`src/rtl/mem_arbiter_if.sv`:
```
// mem_arbiter_if: fetch, LSU and memory-bus signals shared by the arbiter and its surroundings.
// master is the arbiter's view; slave is the view of the fetch/LSU stages and memory model.
interface mem_arbiter_if;
    logic        if_req;
    logic [31:0] if_addr;
    logic        if_done;
    logic [31:0] if_rdata;
    logic        if_err;
    logic        ls_req;
    logic        ls_we;
    logic [1:0]  ls_size;
    logic [31:0] ls_addr;
    logic [31:0] ls_wdata;
    logic        ls_done;
    logic [31:0] ls_rdata;
    logic        ls_err;
    logic        mem_req;
    logic        mem_we;
    logic [31:0] mem_addr;
    logic [3:0]  mem_be;
    logic [31:0] mem_wdata;
    logic        mem_ack;
    logic [31:0] mem_rdata;
    logic        stall;
    modport master (
        input  if_req, if_addr, ls_req, ls_we, ls_size, ls_addr, ls_wdata, mem_ack, mem_rdata,
        output if_done, if_rdata, if_err, ls_done, ls_rdata, ls_err,
        output mem_req, mem_we, mem_addr, mem_be, mem_wdata, stall
    );
    modport slave (
        output if_req, if_addr, ls_req, ls_we, ls_size, ls_addr, ls_wdata, mem_ack, mem_rdata,
        input  if_done, if_rdata, if_err, ls_done, ls_rdata, ls_err,
        input  mem_req, mem_we, mem_addr, mem_be, mem_wdata, stall
    );
endinterface

```
`src/rtl/mem_arbiter.sv`:
```
// mem_arbiter: shares one memory port between fetch and LSU, LSU first, with
// byte-lane generation, misalignment detection and a bus timeout.
module mem_arbiter #(
    parameter int TIMEOUT = 255
) (
    input logic          clk,
    input logic          rst_n,
    mem_arbiter_if.master bus
);
    localparam int CW = $clog2(TIMEOUT + 1);
    typedef enum logic [1:0] {IDLE, BUS, RESP} state_t;
    state_t          state;
    logic            own_ls;
    logic [CW-1:0]   cnt;
    logic            ls_ok;
    logic            if_ok;
    logic [3:0]      ls_be;
    logic [31:0]     ls_wd;
    always_comb begin
        ls_ok = (bus.ls_size == 2'd0) | (bus.ls_size == 2'd1 & ~bus.ls_addr[0]) |
                (bus.ls_size == 2'd2 & bus.ls_addr[1:0] == 2'b00);
        if_ok = bus.if_addr[1:0] == 2'b00;
        ls_be = bus.ls_size == 2'd0 ? 4'b0001 << bus.ls_addr[1:0] :
                bus.ls_size == 2'd1 ? 4'b0011 << bus.ls_addr[1:0] : 4'hF;
        ls_wd = bus.ls_size == 2'd0 ? {4{bus.ls_wdata[7:0]}} :
                bus.ls_size == 2'd1 ? {2{bus.ls_wdata[15:0]}} : bus.ls_wdata;
    end
    assign bus.stall = (bus.if_req | bus.ls_req) & ~(bus.if_done | bus.ls_done);
    always_ff @(posedge clk or negedge rst_n) begin
        if (!rst_n) begin
            state         <= IDLE;
            own_ls        <= 1'b0;
            cnt           <= '0;
            bus.if_done   <= 1'b0;
            bus.if_rdata  <= '0;
            bus.if_err    <= 1'b0;
            bus.ls_done   <= 1'b0;
            bus.ls_rdata  <= '0;
            bus.ls_err    <= 1'b0;
            bus.mem_req   <= 1'b0;
            bus.mem_we    <= 1'b0;
            bus.mem_addr  <= '0;
            bus.mem_be    <= '0;
            bus.mem_wdata <= '0;
        end else begin
            case (state)
                IDLE: begin
                    if (bus.ls_req) begin
                        own_ls        <= 1'b1;
                        bus.mem_we    <= bus.ls_we;
                        bus.mem_addr  <= {bus.ls_addr[31:2], 2'b00};
                        bus.mem_be    <= ls_be;
                        bus.mem_wdata <= ls_wd;
                        cnt           <= '0;
                        bus.mem_req   <= ls_ok;
                        bus.ls_done   <= ~ls_ok;
                        bus.ls_err    <= ~ls_ok;
                        state         <= ls_ok ? BUS : RESP;
                    end else if (bus.if_req) begin
                        own_ls        <= 1'b0;
                        bus.mem_we    <= 1'b0;
                        bus.mem_addr  <= {bus.if_addr[31:2], 2'b00};
                        bus.mem_be    <= 4'hF;
                        bus.mem_wdata <= '0;
                        cnt           <= '0;
                        bus.mem_req   <= if_ok;
                        bus.if_done   <= ~if_ok;
                        bus.if_err    <= ~if_ok;
                        state         <= if_ok ? BUS : RESP;
                    end
                end
                BUS: begin
                    if (bus.mem_ack) begin
                        bus.mem_req <= 1'b0;
                        state       <= RESP;
                        if (own_ls) begin
                            bus.ls_rdata <= bus.mem_rdata;
                            bus.ls_done  <= 1'b1;
                            bus.ls_err   <= 1'b0;
                        end else begin
                            bus.if_rdata <= bus.mem_rdata;
                            bus.if_done  <= 1'b1;
                            bus.if_err   <= 1'b0;
                        end
                    end else if (cnt == CW'(TIMEOUT - 1)) begin
                        // abort: the rdata register keeps whatever it held before
                        bus.mem_req <= 1'b0;
                        cnt         <= CW'(TIMEOUT);
                        state       <= RESP;
                        bus.ls_done <= own_ls;
                        bus.ls_err  <= own_ls;
                        bus.if_done <= ~own_ls;
                        bus.if_err  <= ~own_ls;
                    end else begin
                        cnt <= cnt + 1'b1;
                    end
                end
                default: begin
                    bus.if_done <= 1'b0;
                    bus.ls_done <= 1'b0;
                    state       <= IDLE;
                end
            endcase
        end
    end
endmodule

```
`src/flat_wrapper.sv`:
```
// flat-port wrapper written by rule: the top's interface ports become plain ports
module mem_arbiter_flat 
#(
    parameter int TIMEOUT = 255
)
  (clk, rst_n, bus_if_req, bus_if_addr, bus_ls_req, bus_ls_we, bus_ls_size, bus_ls_addr, bus_ls_wdata, bus_mem_ack, bus_mem_rdata, bus_if_done, bus_if_rdata, bus_if_err, bus_ls_done, bus_ls_rdata, bus_ls_err, bus_mem_req, bus_mem_we, bus_mem_addr, bus_mem_be, bus_mem_wdata, bus_stall);
  mem_arbiter_if bus_i ();
  input logic clk;
  input logic rst_n;
  input wire logic [$bits(bus_i.if_req)-1:0] bus_if_req;
  input wire logic [$bits(bus_i.if_addr)-1:0] bus_if_addr;
  input wire logic [$bits(bus_i.ls_req)-1:0] bus_ls_req;
  input wire logic [$bits(bus_i.ls_we)-1:0] bus_ls_we;
  input wire logic [$bits(bus_i.ls_size)-1:0] bus_ls_size;
  input wire logic [$bits(bus_i.ls_addr)-1:0] bus_ls_addr;
  input wire logic [$bits(bus_i.ls_wdata)-1:0] bus_ls_wdata;
  input wire logic [$bits(bus_i.mem_ack)-1:0] bus_mem_ack;
  input wire logic [$bits(bus_i.mem_rdata)-1:0] bus_mem_rdata;
  output wire logic [$bits(bus_i.if_done)-1:0] bus_if_done;
  output wire logic [$bits(bus_i.if_rdata)-1:0] bus_if_rdata;
  output wire logic [$bits(bus_i.if_err)-1:0] bus_if_err;
  output wire logic [$bits(bus_i.ls_done)-1:0] bus_ls_done;
  output wire logic [$bits(bus_i.ls_rdata)-1:0] bus_ls_rdata;
  output wire logic [$bits(bus_i.ls_err)-1:0] bus_ls_err;
  output wire logic [$bits(bus_i.mem_req)-1:0] bus_mem_req;
  output wire logic [$bits(bus_i.mem_we)-1:0] bus_mem_we;
  output wire logic [$bits(bus_i.mem_addr)-1:0] bus_mem_addr;
  output wire logic [$bits(bus_i.mem_be)-1:0] bus_mem_be;
  output wire logic [$bits(bus_i.mem_wdata)-1:0] bus_mem_wdata;
  output wire logic [$bits(bus_i.stall)-1:0] bus_stall;
  assign bus_i.if_req = bus_if_req;
  assign bus_i.if_addr = bus_if_addr;
  assign bus_i.ls_req = bus_ls_req;
  assign bus_i.ls_we = bus_ls_we;
  assign bus_i.ls_size = bus_ls_size;
  assign bus_i.ls_addr = bus_ls_addr;
  assign bus_i.ls_wdata = bus_ls_wdata;
  assign bus_i.mem_ack = bus_mem_ack;
  assign bus_i.mem_rdata = bus_mem_rdata;
  assign bus_if_done = bus_i.if_done;
  assign bus_if_rdata = bus_i.if_rdata;
  assign bus_if_err = bus_i.if_err;
  assign bus_ls_done = bus_i.ls_done;
  assign bus_ls_rdata = bus_i.ls_rdata;
  assign bus_ls_err = bus_i.ls_err;
  assign bus_mem_req = bus_i.mem_req;
  assign bus_mem_we = bus_i.mem_we;
  assign bus_mem_addr = bus_i.mem_addr;
  assign bus_mem_be = bus_i.mem_be;
  assign bus_mem_wdata = bus_i.mem_wdata;
  assign bus_stall = bus_i.stall;
  mem_arbiter #(.TIMEOUT(TIMEOUT)) u_core (.clk(clk), .rst_n(rst_n), .bus(bus_i));
endmodule
```
`config.mk`:
```
export PLATFORM = sky130hd
export DESIGN_NAME = mem_arbiter_flat
export DESIGN_NICKNAME = d
export VERILOG_FILES = /design/src/rtl/mem_arbiter_if.sv /design/src/rtl/mem_arbiter.sv /design/src/flat_wrapper.sv
export SDC_FILE = /design/constraint.sdc
export NUM_CORES = 1
export LEC_CHECK = 0
export CORE_ASPECT_RATIO = 0.75
export CORE_MARGIN = 8
export CORE_UTILIZATION = 46
export CTS_CLUSTER_DIAMETER = 100
export DETAILED_ROUTE_END_ITERATION = 7
export PLACE_DENSITY_LB_ADDON = 0.25
export SLEW_MARGIN = 40
export SYNTH_ARGS = -nofsm -noshare
export SYNTH_HDL_FRONTEND = slang
export SYNTH_SLANG_ARGS = --single-unit
```
`constraint.sdc`:
```
create_clock -name clk -period 5.1 [get_ports clk]
set_input_delay 1.02 -clock clk [delete_from_list [all_inputs] [get_ports clk]]
set_output_delay 1.02 -clock clk [all_outputs]
set_load 0.05 [all_outputs]
```
### After elaboration in Yosys (flattened, before gate mapping)

Index checks and enable logic that the tools add are counted.

* flip-flop bits (word level): 149
* input bits: 136
* output and inout port bits: 139
* logic and storage cells: 104

* add/sub/neg operators: 1
* equality and inequality tests: 12
* shifts and indexed selects: 2
* muxes and demuxes: 47
* bitwise gates (word level): 12
* reductions and logical operators: 16

Operators with widths (number)
* two-way mux 32 bit: 6
* two-way mux 8 bit: 4
* two-way mux 1 bit: 20
* two-way mux 4 bit: 4
* one-hot mux 8 bit (2 select lines): 1
* AND reduction 3 bit: 5
* two-way mux 2 bit: 6
* one-hot mux 1 bit (2 select lines): 5
* adder 8 x 1 -> 8 bit, second input constant: 1
* equality test 8 bit, second input constant: 1
* zero test 2 bit: 4
* != test 2 bit, second input constant: 4
* AND reduction 4 bit: 2
* != test 3 x 2 -> 1 bit, second input constant: 2
* != test 3 bit, second input constant: 2
* NOT 1 bit: 5
* AND reduction 5 bit: 1
* equality test 2 x 1 -> 1 bit, second input constant: 2
* bitwise OR 1 bit: 4
* one-hot mux 2 bit (2 select lines): 1
* AND reduction 2 bit: 2
* nonzero test 2 bit: 2
* left shift 1 x 2 -> 4 bit, first input constant: 1
* left shift 2 x 2 -> 4 bit, first input constant: 1
* 2 further kinds: 4

### Longest topological paths before layout

Gate-level depths: netlist of run 1.

* depth in word-level cells: 7
* mapped depth: 7
* depth with buffers taken out: 6

### Least setup slack after synthesis of run 1

Ideal clock, no wire load.

* kind: input-to-output
* start: input bus_ls_req
* end: output bus_stall
* data arrival time: 2257 ps
* data required time: 4080 ps
* setup slack: 1823 ps
* cell stages on the path: 3
* buffers on the path: 1
* cell sequence: buf_4 -> nor2_1 -> nor3_1

* longest elaborated chain between the ends: 2

RTL lines
* from (decl): line flat_wrapper.sv:12 `input wire logic [$bits(bus_i.ls_req)-1:0] bus_ls_req;`
* bitwise OR 1 bit: line mem_arbiter.sv:28 `assign bus.stall = (bus.if_req | bus.ls_req) & ~(bus.if_done | bus.ls_done);`
* AND 1 bit: line mem_arbiter.sv:28
* to (decl): line flat_wrapper.sv:30 `output wire logic [$bits(bus_i.stall)-1:0] bus_stall;`

Every way passes these cells.

### Final worst setup path of run 1

* start: input bus_if_req
* end: output bus_stall

* longest elaborated chain between the ends: 2

RTL lines
* from (decl): line flat_wrapper.sv:10 `input wire logic [$bits(bus_i.if_req)-1:0] bus_if_req;`
* bitwise OR 1 bit: line mem_arbiter.sv:28
* AND 1 bit: line mem_arbiter.sv:28

Every way passes these cells.

==> results of run 1 <==
[cells by family (layout without fill, tap and decap cells)]
group,after synthesis,in the layout,share of synthesized area
adder cells (fa/ha/maj),6,6,0.0117
flip-flops,147,147,0.573
buffers and inverters,40,319,0.0310
other,1,2,0.000585
multiplexers,123,123,0.205
AO/OA/AOI/OAI,105,105,0.0950
AND/OR/NAND/NOR,118,118,0.0833
[worst max-delay path, stage by stage]
cell and delay (ns):
clkdlybuf4s50_1 0.57, nor2_1 0.10, nor3_1 0.16, clkdlybuf4s50_1 0.87
[through the flow]
step,hold slack (ns),instance area [um^2]
CTS,0.483,9950
floorplan,0.464,6420
detailed placement,0.469,9290
finish,0.456,9980
global placement,0.460,9250
global route,0.460,9980
[layer usage]
metal  up-vias  part of all wire  global-route usage
met2       157              0.52               0.382
met3        13             0.075              0.0815
li1       2434                 -                   -
met4         0            0.0094              0.0511
met5         -                 0                   0
met1      2599              0.39               0.233
[layout make-up]
type / count / area, um^2
Fill cell: 938 / 3680
Sequential cell: 147 / 3680
Timing Repair Buffer: 281 / 2840
Multi-Input combinational cell: 354 / 2560
Clock buffer: 20 / 457
Tap cell: 175 / 219
Clock inverter: 12 / 201
Inverter: 6 / 22.5
[cell usage after synthesis]
master / instances / area share
dfrtp_1: 147 / 0.57
mux2_2: 66 / 0.12
nand2_1: 65 / 0.038
o21ai_0: 64 / 0.050
mux2i_1: 56 / 0.087
nor2_1: 20 / 0.012
a21oi_1: 15 / 0.012
buf_2: 12 / 0.0094
clkbuf_1: 12 / 0.0070
a22o_1: 9 / 0.012
nor3_1: 8 / 0.0062
buf_4: 7 / 0.0082
ha_1: 6 / 0.012
inv_1: 6 / 0.0035
nand3_1: 6 / 0.0047
a31oi_1: 5 / 0.0049
nand2b_1: 3 / 0.0029
and2_1: 2 / 0.0020
buf_1: 2 / 0.0012
nand4_1: 2 / 0.0020
nor2_2: 2 / 0.0020
nor2b_1: 2 / 0.0020
or2_2: 2 / 0.0020
a211oi_2: 1 / 0.0020
a21o_1: 1 / 0.0012
a221oi_1: 1 / 0.0014
a22oi_1: 1 / 0.0012
a31o_2: 1 / 0.0014
and3_1: 1 / 0.00098
and4_1: 1 / 0.0014
buf_6: 1 / 0.0018
conb_1: 1 / 0.00058
mux2_1: 1 / 0.0018
nor2b_2: 1 / 0.0014
nor3_4: 1 / 0.0025
nor3b_2: 1 / 0.0020
o211a_1: 1 / 0.0016
o21a_2: 1 / 0.0014
o21bai_1: 1 / 0.0012
o22ai_1: 1 / 0.00098
o2bb2ai_1: 1 / 0.0014
o31ai_1: 1 / 0.0012
o32a_1: 1 / 0.0016
or3b_4: 1 / 0.0018
[state kept, by name, summed over array words and instances (netlist names)]
name,flops
u_core.bus.mem_wdata,32
u_core.bus.mem_addr,30
u_core.state,2
u_core.bus.ls_rdata,32
u_core.bus.if_done,1
u_core.own_ls,1
u_core.bus.ls_err,1
u_core.bus.ls_done,1
u_core.bus.mem_be,4
u_core.bus.mem_req,1
u_core.cnt,8
u_core.bus.if_err,1
u_core.bus.mem_we,1
u_core.bus.if_rdata,32
[worst min-delay path by stage]
stage,cells past startpoint,start,slack (ns),to
floorplan,1,u_core.cnt[7]$_DFFE_PN0P_,0.46,u_core.cnt[7]$_DFFE_PN0P_
detailed placement,2,u_core.bus.mem_wdata[23]$_DFFE_PN0P_,0.47,u_core.bus.mem_wdata[23]$_DFFE_PN0P_
finish,1,rst_n,0.46,u_core.bus.if_rdata[1]$_DFFE_PN0P_
global route,1,rst_n,0.46,u_core.bus.if_rdata[1]$_DFFE_PN0P_
global placement,2,u_core.bus.mem_wdata[11]$_DFFE_PN0P_,0.46,u_core.bus.mem_wdata[11]$_DFFE_PN0P_
CTS,2,u_core.bus.mem_wdata[23]$_DFFE_PN0P_,0.48,u_core.bus.mem_wdata[23]$_DFFE_PN0P_
[power groups by stage]
stage	clock, mW	sequential, mW	combinational (mW)
finish	1.38	1.99	3.85
global route	1.45	2.06	4.00
CTS	1.40	1.99	3.88
detailed placement	0	2.00	3.87
global placement	0	1.96	3.81
floorplan	0	3.74	0.664
==> impl_metrics.yaml, run 1 <==
cells_and_area:
  final_util: 0.730
  final_nets: 949
  final_common_cell: "clkdlybuf4s50_1"
  layout_common_cells: "clkdlybuf4s50_1, dfrtp_1, mux2_2"
  final_layout_size_suffix_gt1_frac: 0.149
  finalNonFillerCells: 995
  areaGrowthSynthToFinish_pct: 55.5
  insertedDiodeCount: 0
die:
  num_rows: 37
  die_y_um: 118
  die_width_um: 152
  initial_core_util: 0.470
  core_um2: 13700
  dieArea_um2: 18000
  pin_count: 275
global_routing:
  antenna_found_initial: 0
  grt_pass1_wl_um: 30800
  grt_pass1_vias: 5718
  overflow: 0
  track_usage: 0.212
  grt_max_degree: 108
worst_setup_path:
  endpoint: "bus_stall"
  arrival_ns: 2.72
  reg2reg_depth: 5
  rr_endpoint: "u_core.bus.if_rdata[25]$_DFFE_PN0P_"
  worst-r2r-setup-slack_ns: 3.09
  crit_start: "bus_if_req"
  critPathCaptureType: "output port"
  cp.required_ns: 4.08
  startpoint_type: "primary input"
  worstPathMaxFanout: 4
  critPathKind: "primary input to output port"
  r2r-start: "u_core.state[0]$_DFFE_PN0P_"
cts:
  cts-buffers-inserted: 17
  worstSkewPairLatency_ns: 0.42
  postCtsSetupBuffers: 0
  post_cts_resized: 0
  htree_levels: 4
  ctsHoldBuffers: 0
  cts_tree: "built"
  clk_pin_slew_ns: 0.06
  numClockSinks: 147
  cts_root_buffer: "clkbuf_16"
  cts.path.max_buffers: 2
placement:
  dp_hpwl_um: 14300
  dp_slack_ns: 1.35
  gp_congestion: 0.859
  dp_cells: 962
  portBuffers: 272
sta:
  finalSetupViolCount: 0
  final.setup_skew_ns: 0.0119
  tightest_slew_ns: 0.744
  slew_headroom: 0.502
  fin_crit_sh: 0.734
  grt_setup_unrepaired: "no"
  fin_crit_ns: 3.74
  max_freq_mhz: 267
  setup_tns_ns: 0
  final-hold-violation-count: 0
  slew_violations: 0
  worst_slack_ns: 1.36
detailed_routing:
  drtIter0Drc: 292
  vias: 5203
  ant_nets: 0
  wirelength_um: 19200
  vias_per_cell: 5.23
  drc: 0
  wl_per_cell_um: 19.3
  drt_pass1_iterations: 4
power_and_ir_drop:
  switchingPower_mw: 3.32
  clock_power_share: 0.191
  cell_internal_pwr_mw: 3.89
  p_comb_frac: 0.533
  ir_worst_vdd_v: 0.000471
  p_leak_nw: 4.36
  p_per_area_nw_per_um2: 724
  swShare: 0.461
  seq_power_share: 0.276
  power_mw: 7.22
run_status:
  outcome: "finished clean"
job:
  maxCapViolCount: 0
synthesis:
  yosysUniqueCellTypes: 44
  yosysWarnings: 0
  ys_seq_elements: 147
  synthCells: 540
  synth_seq_area_share: 0.573
  synth_area_um2: 6410
  syn_area_per_cell_um2: 11.9
hold_path:
  min_path_type: "primary input to async pin"
No activity file was read; power rests on OpenSTA's default activity.
==> run 2: changes to the inputs <==
--- a/config.mk
+++ b/config.mk
@@ -7,7 +7,7 @@
 export LEC_CHECK = 0
 export CORE_ASPECT_RATIO = 0.75
 export CORE_MARGIN = 8
-export CORE_UTILIZATION = 46
+export CORE_UTILIZATION = 39
 export CTS_CLUSTER_DIAMETER = 100
 export DETAILED_ROUTE_END_ITERATION = 7
 export PLACE_DENSITY_LB_ADDON = 0.25
==> constraint.sdc (replaced) <==
create_clock -name clk -period 3.3 [get_ports clk]
set_input_delay 0.66 -clock clk [delete_from_list [all_inputs] [get_ports clk]]
set_output_delay 0.66 -clock clk [all_outputs]
set_load 0.05 [all_outputs]
==> run 2 against run 1 <==
Combinational power rose by 53%. Critical path type unchanged. Via count decreased by 2.0%. Critical path depth stayed put. Die area rose by 16%.
==> impl_metrics.yaml, run 2 (synthesis gave the netlist of run 1 again) <==
power_and_ir_drop:
  p_leak_nw: 4.34
  ir_worst_vdd_v: 0.000662
  p_per_area_nw_per_um2: 1100
  power_mw: 11.0
global_routing:
  met1_usage: 0.210
  overflow: 0
  use_met2: 0.316
  grt_pass1_vias: 5527
  busiest_layer: "met2"
  grtUsageMet3: 0.0738
  grt_max_degree: 102
  grt_pass1_wl_um: 30200
  track_usage: 0.183
  antenna_found_initial: 0
worst_setup_path:
  worstPathMaxFanout: 4
  critPathCaptureType: "output port"
  startpoint_type: "primary input"
  arrival_ns: 1.69
  critPathKind: "primary input to output port"
  cp.required_ns: 2.64
  worstPathCellList: "clkdlybuf4s50_1 -> nor2_1 -> nor3_1 -> buf_4"
  critPathSlowestCell: "clkdlybuf4s50_1"
  cpPeakStageDelay_ns: 0.56
die:
  dieArea_um2: 20900
  core_um2: 16100
  num_rows: 40
  die_width_um: 164
  initial_core_util: 0.399
  pin_count: 275
  die_y_um: 127
placement:
  dp_hpwl_um: 14400
  portBuffers: 272
  gp_congestion: 0.795
cts:
  postCtsSetupBuffers: 0
  cts_tree: "built"
  clk_pin_slew_ns: 0.06
  worstSkewPairLatency_ns: 0.42
  ctsHoldBuffers: 0
  cts_root_buffer: "clkbuf_16"
  htree_levels: 4
  post_cts_resized: 0
  numClockSinks: 147
  cts.path.max_buffers: 2
  cts-buffers-inserted: 17
cells_and_area:
  areaGrowthSynthToFinish_pct: 55.6
  insertedDiodeCount: 0
  final_nets: 951
  final_layout_size_suffix_gt1_frac: 0.152
  layout_common_cells: "clkdlybuf4s50_1, dfrtp_1, mux2_2"
  seqCellArea_um2: 3680
  multiInputGateArea_um2: 2560
  fillers: 1276
  final_common_cell: "clkdlybuf4s50_1"
  largestRegisters: "u_core.bus.if_rdata: 32 flops, u_core.bus.ls_rdata: 32 flops, u_core.bus.mem_wdata: 32 flops"
sta:
  setup_tns_ns: 0
  tightest_slew_ns: 0.585
  slew_headroom: 0.610
  slew_violations: 0
  fin_crit_sh: 0.713
  final-hold-violation-count: 0
  max_freq_mhz: 425
  final.setup_skew_ns: 0.0112
  grt_setup_unrepaired: "no"
  finalSetupViolCount: 0
  fin_crit_ns: 2.35
detailed_routing:
  drtIter0Drc: 299
  wl_per_cell_um: 18.5
  drt_pass1_iterations: 4
  drc: 0
  wirelength_um: 19100
  vias: 5099
  ant_nets: 0
  vias_per_cell: 4.94
hold_path:
  min_path_type: "primary input to async pin"
job:
  maxCapViolCount: 0
run_status:
  outcome: "finished clean"
-- run 2: area by class of cell --
cell class | count | share of cell area
clock inverters | 13 | 0.0173
clock buffers | 19 | 0.0454
flip-flops and latches | 147 | 0.368
inverters | 6 | 0.00226
multi-input cells | 354 | 0.256
repair buffers | 283 | 0.284
well taps | 210 | 0.0263
-- run 2: worst paths after layout --
check	startpoint	to	slack (ns)	depth (start not counted)
hold / removal	rst_n	u_core.bus.mem_wdata[31]$_DFFE_PN0P_	0.11	1
setup reg to reg	u_core.state[0]$_DFFE_PN0P_	u_core.bus.if_rdata[24]$_DFFE_PN0P_	1.28	5
max in group asynchronous	rst_n	u_core.bus.ls_rdata[8]$_DFFE_PN0P_	2.21	3
min in group clk	u_core.bus.mem_addr[25]$_DFFE_PN0P_	u_core.bus.mem_addr[25]$_DFFE_PN0P_	0.48	2
setup / recovery	bus_if_req	bus_stall	0.95	4
hold reg to reg	u_core.bus.mem_addr[25]$_DFFE_PN0P_	u_core.bus.mem_addr[25]$_DFFE_PN0P_	0.48	2
-- run 2: worst max-delay path, delay by kind of cell --
kind / cells / cell delay (ns)
buf+inv: 2 / 0.79
simple gates: 2 / 0.23
-- run 2: power by group --
| group | switching, mW | total, mW | internal [mW] | leakage (nW) |
|---|---|---|---|---|
| Clock | 0.783 | 2.03 | 1.24 | 0.293 |
| Sequential | 0.475 | 3.07 | 2.60 | 1.83 |
| Combinational | 3.89 | 5.90 | 2.01 | 2.22 |
| Total | 5.15 | 11.0 | 5.85 | 4.34 |
-- run 2: stage by stage --
| step | utilization | setup slack [ns] | area [um^2] | hold WS [ns] | std cells |
|---|---|---|---|---|---|
| global route | 0.621 | 0.794 | 9980 | 0.0954 | 1032 |
| CTS | 0.619 | 0.941 | 9950 | 0.359 | 1031 |
| global placement | 0.580 | 0.884 | 9330 | 0.461 | 999 |
| floorplan | - | 0.743 | 6420 | 0.364 | 541 |
| detailed placement | 0.580 | 0.818 | 9330 | 0.473 | 999 |
| finish | 0.621 | 0.947 | 9980 | 0.110 | 1032 |
-- run 2: metal layers --
layer	routed length, um	part of all wire
met2	9730	0.51
met4	174	0.0091
met3	1450	0.076
met1	7700	0.40
met5	0	0
==> run 3: changes to the inputs <==
--- a/config.mk
+++ b/config.mk
@@ -7,7 +7,7 @@
 export LEC_CHECK = 0
 export CORE_ASPECT_RATIO = 0.75
 export CORE_MARGIN = 8
-export CORE_UTILIZATION = 39
+export CORE_UTILIZATION = 43
 export CTS_CLUSTER_DIAMETER = 100
 export DETAILED_ROUTE_END_ITERATION = 7
 export PLACE_DENSITY_LB_ADDON = 0.25
==> constraint.sdc (replaced) <==
create_clock -name clk -period 2.2 [get_ports clk]
set_input_delay 0.44 -clock clk [delete_from_list [all_inputs] [get_ports clk]]
set_output_delay 0.44 -clock clk [all_outputs]
set_load 0.05 [all_outputs]
==> run 3 against run 2 <==
Sequential power rose by 50%. Clock-buffer cell count rose by 1. Critical path depth fell by 3. Sequential share of layout area fell by 0.62 points. Via count rose by 3.0%. Core utilization rose by 7.9 points. Routed wire length rose by 1.8%. Final area rose by 1.7%. Sequential cell count did not move. Clock power rose by 50%. First-iteration DRC count fell by 7.4%.
==> impl_metrics.yaml, run 3 (synthesis gave the netlist of run 1 again) <==
run_status:
  outcome: "finished clean"
hold_path:
  hold_start: "u_core.bus.mem_addr[14]$_DFFE_PN0P_"
  min_path_type: "flop to flop"
worst_setup_path:
  r2r-start: "u_core.cnt[0]$_DFFE_PN0P_"
  critPathKind: "flop to output port"
  startpoint_type: "flop"
  cp.required_ns: 1.76
  cpPeakStageDelay_ns: 0.86
  crit_start: "u_core.bus.ls_done$_DFFE_PN0P_"
  critPathCaptureType: "output port"
  worstPathCellList: "clkdlybuf4s50_1"
  worstPathMaxFanout: 3
  cpLargestDelayFamily: "buffers and inverters"
  arrival_ns: 1.68
  critPathSlowestCell: "clkdlybuf4s50_1"
  cp_num_buf_inv: 1
sta:
  finalSetupViolCount: 0
  fin_crit_sh: 0.963
  slew_headroom: 0.612
  setup_tns_ns: 0
  worst_slack_ns: 0.0820
  slew_violations: 0
  fin_crit_ns: 2.12
  final-hold-violation-count: 0
  max_freq_mhz: 472
  tightest_slew_ns: 0.580
  final.setup_skew_ns: 0.00860
  grt_setup_unrepaired: "no"
power_and_ir_drop:
  ir_worst_vdd_v: 0.00107
  p_leak_nw: 4.43
  p_per_area_nw_per_um2: 1650
cells_and_area:
  largestRegisters: "u_core.bus.if_rdata: 32 flops, u_core.bus.ls_rdata: 32 flops, u_core.bus.mem_wdata: 32 flops"
  areaGrowthSynthToFinish_pct: 58.3
  insertedDiodeCount: 0
  final_common_cell: "clkdlybuf4s50_1"
  final_layout_size_suffix_gt1_frac: 0.159
  fillers: 1061
  layout_common_cells: "clkdlybuf4s50_1, dfrtp_1, mux2_2"
  final_nets: 963
detailed_routing:
  vias: 5250
  drt_pass1_iterations: 5
  wirelength_um: 19400
  ant_nets: 0
  drtIter0Drc: 277
  vias_per_cell: 5.08
  drc: 0
  wl_per_cell_um: 18.8
placement:
  portBuffers: 272
  dp_slack_ns: 0.0926
  dp_hpwl_um: 14900
  gp_congestion: 0.851
die:
  dieArea_um2: 19100
  die_y_um: 122
  die_width_um: 157
  initial_core_util: 0.442
  core_um2: 14500
  num_rows: 38
  pin_count: 275
cts:
  worstSkewPairLatency_ns: 0.42
  postCtsSetupBuffers: 0
  cts.path.max_buffers: 2
  post_cts_resized: 0
  cts-buffers-inserted: 17
  clk_pin_slew_ns: 0.06
  htree_levels: 4
  cts_tree: "built"
  numClockSinks: 147
  cts_root_buffer: "clkbuf_16"
global_routing:
  overflow: 0
  grt_pass1_wl_um: 30100
  track_usage: 0.201
  grt_max_degree: 48
  use_met2: 0.357
  met1_usage: 0.216
  grt_pass1_vias: 5654
  busiest_layer: "met2"
  antenna_found_initial: 0
  grtUsageMet3: 0.0881
job:
  maxCapViolCount: 0
run 3: cell count changes in the layout (fill, tap and decap cells not counted), moves of 2 or more:
cell      change
buf_12        +9
inv_6         -4
buf_4         +3
clkbuf_1      +2
clkbuf_8      -2
run 3: final timing paths:
kind	endpoint	slack (ns)	cells after the start
max	bus_ls_done	0.08	1
max in group asynchronous	u_core.cnt[4]$_DFFE_PN0P_	1.09	3
min reg2reg	u_core.bus.mem_addr[14]$_DFFE_PN0P_	0.48	2
min in group asynchronous	u_core.bus.mem_wdata[3]$_DFFE_PN0P_	0.53	2
min	u_core.bus.mem_addr[14]$_DFFE_PN0P_	0.48	2
max reg2reg	u_core.bus.ls_err$_DFFE_PN0P_	0.32	6
run 3: routing by layer:
metal | part of all wire | up-vias | routed length, um
li1 | - | 2457 | -
met1 | 0.38 | 2570 | 7340
met2 | 0.51 | 201 | 9970
met3 | 0.091 | 22 | 1770
met4 | 0.016 | 0 | 314
met5 | 0 | - | 0
run 3: cell type report:
cell class / count / area, um^2 / share of cell area
clock buffer: 20 / 447 / 0.0440
clock inverter: 12 / 181 / 0.0179
inverter: 6 / 22.5 / 0.00222
multi-input combinational: 354 / 2560 / 0.252
sequential: 147 / 3680 / 0.362
tap: 200 / 250 / 0.0246
timing repair buffer: 295 / 3020 / 0.297
run 3: what timing repair did:
item | in CTS | in global routing
hold endpoints to repair | 42 | 0
hold buffers | 1 | 0
setup endpoints to repair | 0 | 0
run 3: through the flow:
step | utilization | cells | power [mW] | cell area (um^2) | hold slack [ns]
5_1_grt | 0.700 | 1034 | 17.5 | 10200 | 0.508
4_1_cts | 0.700 | 1034 | 16.9 | 10200 | 0.481
3_5_place_dp | 0.656 | 1001 | 13.8 | 9520 | 0.408
2_1_floorplan | - | 541 | 10.2 | 6420 | 0.144
6_report | 0.700 | 1034 | 16.7 | 10200 | 0.478
3_3_place_gp | 0.656 | 1001 | 13.6 | 9520 | 0.403
run 3: where the power goes:
part           internal, mW  leakage (nW)  switching [mW]
Clock                  1.93         0.292            1.12
Sequential             3.90          1.83           0.712
Combinational          3.18          2.31            5.90
